File: src/rtl/tiny_nn_cmd_seq.sv
// rtl/tiny_nn_cmd_seq.sv - command sequencer: header, parameter words, data words, flush drain
// Emits one registered 16-bit word per cycle to the core; slots with no valid input carry IDLE_WORD.
module tiny_nn_cmd_seq #(
    parameter int          PARAM_WORDS  = 8,
    parameter int          FLUSH_CYCLES = 16,
    parameter logic [15:0] IDLE_WORD    = 16'h0000
) (
    input  logic        clk,
    input  logic        rst_n,
    input  logic        cmd_valid_i,
    output logic        cmd_ready_o,
    input  logic [3:0]  cmd_op_i,
    input  logic [11:0] cmd_len_i,
    input  logic [7:0]  cmd_nwords_i,
    input  logic        word_valid_i,
    output logic        word_ready_o,
    input  logic [15:0] word_i,
    output logic [15:0] data_o,
    output logic        busy_o,
    output logic        underrun_o
);

    localparam int MAX_PF = (PARAM_WORDS > FLUSH_CYCLES) ? PARAM_WORDS : FLUSH_CYCLES;
    localparam int MAXC   = (MAX_PF > 255) ? MAX_PF : 255;
    localparam int CW     = $clog2(MAXC + 1);

    typedef enum logic [2:0] {
        S_IDLE  = 3'd0,
        S_HDR   = 3'd1,
        S_PARAM = 3'd2,
        S_DATA  = 3'd3,
        S_FLUSH = 3'd4
    } state_t;

    state_t       r_state;
    state_t       w_next_state;
    logic [CW-1:0] r_cnt;
    logic [CW-1:0] w_cnt_next;
    logic [15:0]  r_data;
    logic [15:0]  w_data_next;
    logic         r_underrun;
    logic         w_underrun_next;
    logic         w_accept;
    logic [3:0]   r_op;
    logic [11:0]  r_len;
    logic [7:0]   r_nwords;
    logic         w_last;

    assign w_last = (r_cnt == CW'(1));

    always_ff @(posedge clk or negedge rst_n) begin
        if (!rst_n) begin
            r_state    <= S_IDLE;
            r_cnt      <= '0;
            r_data     <= IDLE_WORD;
            r_underrun <= 1'b0;
            r_op       <= '0;
            r_len      <= '0;
            r_nwords   <= '0;
        end else begin
            r_state    <= w_next_state;
            r_cnt      <= w_cnt_next;
            r_data     <= w_data_next;
            r_underrun <= w_underrun_next;
            if (w_accept) begin
                r_op     <= cmd_op_i;
                r_len    <= cmd_len_i;
                r_nwords <= cmd_nwords_i;
            end
        end
    end

    always_comb begin
        w_next_state    = r_state;
        w_cnt_next      = r_cnt;
        w_data_next     = IDLE_WORD;
        w_underrun_next = r_underrun;
        w_accept        = 1'b0;
        case (r_state)
            S_IDLE: begin
                if (cmd_valid_i) begin
                    w_accept        = 1'b1;
                    w_underrun_next = 1'b0;
                    w_next_state    = S_HDR;
                end
            end
            S_HDR: begin
                w_data_next = {r_op, r_len};
                if (PARAM_WORDS > 0) begin
                    w_next_state = S_PARAM;
                    w_cnt_next   = CW'(PARAM_WORDS);
                end else if (r_nwords != 8'd0) begin
                    w_next_state = S_DATA;
                    w_cnt_next   = CW'(r_nwords);
                end else if (FLUSH_CYCLES > 0) begin
                    w_next_state = S_FLUSH;
                    w_cnt_next   = CW'(FLUSH_CYCLES);
                end else begin
                    w_next_state = S_IDLE;
                end
            end
            S_PARAM, S_DATA: begin
                // An empty slot is still consumed so the core sees a fixed-length phase.
                if (word_valid_i) begin
                    w_data_next = word_i;
                end else begin
                    w_underrun_next = 1'b1;
                end
                w_cnt_next = r_cnt - CW'(1);
                if (w_last) begin
                    if (r_state == S_PARAM && r_nwords != 8'd0) begin
                        w_next_state = S_DATA;
                        w_cnt_next   = CW'(r_nwords);
                    end else if (FLUSH_CYCLES > 0) begin
                        w_next_state = S_FLUSH;
                        w_cnt_next   = CW'(FLUSH_CYCLES);
                    end else begin
                        w_next_state = S_IDLE;
                    end
                end
            end
            S_FLUSH: begin
                w_cnt_next = r_cnt - CW'(1);
                if (w_last) begin
                    w_next_state = S_IDLE;
                end
            end
            default: begin
                w_next_state = S_IDLE;
                w_cnt_next   = '0;
            end
        endcase
    end

    assign cmd_ready_o  = (r_state == S_IDLE);
    assign word_ready_o = (r_state == S_PARAM) || (r_state == S_DATA);
    assign busy_o       = (r_state != S_IDLE);
    assign data_o       = r_data;
    assign underrun_o   = r_underrun;

endmodule

File: config.mk
export PLATFORM = sky130hd
export DESIGN_NAME = tiny_nn_cmd_seq
export DESIGN_NICKNAME = d
export VERILOG_FILES = /design/src/rtl/tiny_nn_cmd_seq.sv
export SDC_FILE = /design/constraint.sdc
export NUM_CORES = 1
export LEC_CHECK = 0
export CAP_MARGIN = 20
export CORE_UTILIZATION = 45
export CTS_CLUSTER_DIAMETER = 60
export DETAILED_ROUTE_END_ITERATION = 10
export GPL_ROUTABILITY_DRIVEN = 0
export PLACE_DENSITY_LB_ADDON = 0.1
export SLEW_MARGIN = 10
export SYNTH_ARGS = -nofsm -noshare
export SYNTH_HDL_FRONTEND = slang
export SYNTH_SLANG_ARGS = --single-unit
export TNS_END_PERCENT = 5
File: constraint.sdc
create_clock -name clk -period 4.5 [get_ports clk]
set_clock_uncertainty 0.05 [all_clocks]
set_input_delay 0.45 -clock clk [delete_from_list [all_inputs] [get_ports clk]]
set_output_delay 0.45 -clock clk [all_outputs]
set_load 0.01 [all_outputs]
Word-level counts from Yosys, hierarchy flattened
Index checks and enable logic that the tools add are counted.
{"block": "word_totals", "regBits": 52, "output_inout_bits": 20}
{"block": "op_classes", "add_sub_neg": 1, "n_eq_ne": 9, "muxes": 15, "n_reduce_logical": 9}
{"cell": "$pmux W16 S2", "count": 1}
{"cell": "$pmux W8 S4", "count": 1}
{"cell": "$mux W16", "count": 1}
{"cell": "$mux W8", "count": 2}
{"cell": "$mux W3", "count": 4}
{"cell": "$pmux W3 S4", "count": 1}
{"cell": "$eq A8 B1 Y1 const B", "count": 1}
{"cell": "$ne A2 B2 Y1 const B", "count": 4}
{"cell": "$reduce_bool A8 Y1", "count": 1}
{"cell": "$sub A8 B1 Y8 const B", "count": 1}
{"cell": "$eq A3 B2 Y1 const B", "count": 2}
{"cell": "$reduce_and A3 Y1", "count": 2}
{"cell": "$mux W1", "count": 4}
{"cell": "$eq A3 B1 Y1 const B", "count": 1}
{"cell": "$eq A3 B3 Y1 const B", "count": 1}
{"cell": "$logic_not A3 Y1", "count": 1}
{"cell": "$reduce_bool A3 Y1", "count": 1}
{"cell": "$pmux W1 S2", "count": 1}
{"cell": "$reduce_bool A2 Y1", "count": 1}
{"cell": "$reduce_or A2 Y1", "count": 1}
{"cell": "$logic_and A1 B1 Y1", "count": 1}
{"cell": "$logic_or A1 B1 Y1", "count": 1}

Longest topological paths before layout
{"block": "logic_depth", "word_depth": 5, "mapped_depth": 9, "ltp_nobuf": 6}

Worst setup path after synthesis
Ideal clock, no wire load.
{"block": "synth_timing", "kind": "register to register", "from": "register r_state[0]", "to": "register r_nwords[0]", "setup_time_ps": 127, "arrival_time_ps": 1669, "t_required_ps": 4323, "slack_ps": 2653, "path_stages_with_launch": 9, "n_path_buf": 4, "path_cell_list": "dfrtp_1 buf_6 or3_1 buf_6 inv_6 and2_4 buf_12 buf_8 mux2_1"}
{"block": "synth_via", "elab_chain_cells": 2}
{"element": "from (decl)", "line": "35", "rtl": "state_t r_state;"}
{"element": "from (signal assigned)", "line": "61", "rtl": "r_state <= w_next_state;"}
{"element": "$logic_not A3 Y1"}
{"element": "via cmd_ready_o", "line": "11", "rtl": "output logic cmd_ready_o,"}
{"element": "$mux W1", "line": "79", "rtl": "case (r_state)"}
{"element": "to (signal assigned)", "line": "68", "rtl": "r_nwords <= cmd_nwords_i;"}
{"element": "to (decl)", "line": "46", "rtl": "logic [7:0] r_nwords;"}
The timed path passes the listed nets, and every way through them passes these cells.
A chain may end at the register's enable or synchronous reset.

Final worst setup path
{"block": "layout_timing", "from": "register r_state[2]", "to": "output port cmd_ready_o"}
{"block": "layout_via", "elab_chain_cells": 1}
{"element": "$logic_not A3 Y1", "line": "135", "rtl": "assign cmd_ready_o = (r_state == S_IDLE);"}
{"element": "to (decl)", "line": "11"}
Every way passes these cells.

==> results.tsv <==
metric	value	unit
Area Growth Syn to Fin	31.0	%
syn avg cell area	12.4	µm²
register area	1300	µm²
CTS Buffer Depth	2	
highest clock rate	401	MHz
# H-tree levels	2	
I/O Pins	64	
core area	5110	µm²
Slew headroom	56.8	%
Synthesis Warnings	0	
Die X	74.8	µm
Synth Cell Area	2380	µm²
Setup-failing EPs final	0	
initial antenna violation count	0	
Syn Nets	238	
TritonCTS clock tree	yes	
total CTS buffers	5	
setup bufs post-CTS	0	
DIE AREA	5590	µm²
setup TNS	0	ns
worst slack, placed	2.34	ns
via count	1725	
crit share post-route	55.4	%
standard-cell rows	26	
Vias/cell	5.32	
WS Path Type	reg2out	
Crit Path Max Fanout	12	
register bit total from synthesis	52	
Worst-Skew Late Latency	0.29	ns
clk root buf	clkbuf_8	
Cell variety after synth	40	
Die H	74.8	µm
Seq/Total Area, Yosys	54.6	%
TritonRoute pass-1 iters	4	
Peak supply drop	0.000256	V
status	finished clean	
commonest non-fill, non-tap cell in the layout	clkdlybuf4s50_1	
commonest non-fill, non-tap cells in the layout	62 x clkdlybuf4s50_1, 52 x dfrtp_1, 16 x a22o_1	
wire per inst	15.4	µm
post-route DRC violation count	0	
CTS clk-pin slew, worst paths	0.09	ns
Fin. Hold Viols	0	
nets@finish	299	
critical path arrival	1.99	ns
hpwl dp	3.48	mm
first-pass GRT wire length	7.93	mm
largest net degree at the start of global routing	53	
Hold Buf Count CTS	0	
final-layout fill cell count	446	
Routed WL	5.00	mm
Cell Pwr Density	527	nW/µm²
worst min path class	in2async	
multi-input logic area	945	µm²
RSZ-0062 raised after global routing	no	
Post-Syn Instances	192	
ANT nets after route	0	
vias in the first global route	1590	
initial core utilization	46.6	%
Tmin final	2.49	ns
worst slew pin tran	0.647	ns
CTS sink cnt	52	
share of cells above drive strength 1	12.6	%
Primary FF master, synth	dfrtp_1	
ys async rst share	100	%
Critical Path RT	4.00	ns
I/O Buffers	63	
Max Cap Viol	0	
Post-CTS Resized	0	
Initial DRC Count	133	
Critical Path Sink Type	output pin	
Startpoint Class	register	
static leakage	1.30	nW
GRT Resource Usage Total	19.1	%
final worst-path setup slack	2.01	ns
gr ovfl total	0	
antenna diode count	0	
max-slew violation count	0	
number of synthesized flops with an enable pin	0	
-- power breakdown --
part	switching, W	total, W	internal, W	leakage, nW
Clock	0.000143	0.000308	0.000165	0.0552
Sequential	0.000148	0.000789	0.000641	0.639
Combinational	0.000241	0.000547	0.000306	0.606
-- critical path: stages, from the launching register on --
cell,delay [ns]
dfrtp_1,0.51
or3_1,0.55
inv_6,0.11
clkdlybuf4s50_1,0.53
-- area by class of cell --
cell class | count | area share (%)
Sequential cell | 52 | 41.7
Multi-Input combinational cell | 120 | 30.3
Timing Repair Buffer | 65 | 20.5
Tap cell | 70 | 2.81
Clock buffer | 6 | 2.33
Inverter | 9 | 1.24
Clock inverter | 2 | 1.12
-- flip-flops by register name (all words and copies together) (netlist names) --
| register | count |
|---|---|
| r_len | 12 |
| r_op | 4 |
| r_cnt | 8 |
| underrun_o | 1 |
| r_nwords | 8 |
| r_state | 3 |
| data_o | 16 |
-- cell families after synthesis --
| logic type | Yosys count | share of synthesized area [%] |
|---|---|---|
| compound gates | 51 | 15.7 |
| xor+xnor | 2 | 0.735 |
| fa+ha+maj | 2 | 1.05 |
| buf+inv | 20 | 5.93 |
| flops | 52 | 54.6 |
| mux | 23 | 12.4 |
| simple gates | 42 | 9.51 |
-- through the flow --
stage / instance area (µm²) / instances / util [%] / power (W) / hold slack (ns)
floorplan: 2380 / 192 / - / 0.00115 / 0.104
global placement: 3010 / 315 / 58.8 / 0.00132 / 0.421
detailed placement: 3010 / 315 / 58.8 / 0.00134 / 0.428
CTS: 3110 / 323 / 61.0 / 0.00165 / 0.230
global route: 3120 / 324 / 61.1 / 0.00176 / 0.261
finish: 3120 / 324 / 61.1 / 0.00164 / 0.201
-- final timing paths --
path | endpoint | cells after the start | slack (ns) | from
setup / recovery | cmd_ready_o | 3 | 2.01 | r_state[2]
hold / removal | r_cnt[6] | 2 | 0.20 | rst_n
setup reg to reg | r_len[0] | 4 | 2.37 | r_state[2]
hold reg to reg | data_o[2] | 1 | 0.45 | r_len[2]
max in group asynchronous | r_cnt[0] | 2 | 3.76 | rst_n
min in group clk | data_o[2] | 1 | 0.45 | r_len[2]
-- synthesized netlist by cell type, types with 3 or more instances --
library cell,number,area (µm²)
o21bai_1,3,22.5
mux2_4,10,150
and2_1,3,18.8
o21ai_0,13,65.1
nor2_1,9,33.8
mux2_2,7,78.8
dfrtp_1,52,1300
clkbuf_1,4,15.0
inv_1,8,30.0
a41oi_1,4,35.0
nor3_1,8,40.0
a21oi_1,4,20.0
a22o_1,16,140
mux2_1,6,67.6
nand2_1,11,41.3
-- per-layer routing --
layer	GRT usage, %	share of wire (%)	wire length, µm	vias to the layer above
met3	4.42	7.0	351	10
met5	0	0	0	-
met1	28.0	45	2240	818
li1	-	-	-	823
met4	6.50	1.8	92	0
met2	27.9	46	2310	74
No activity file was read; power rests on OpenSTA's default activity.
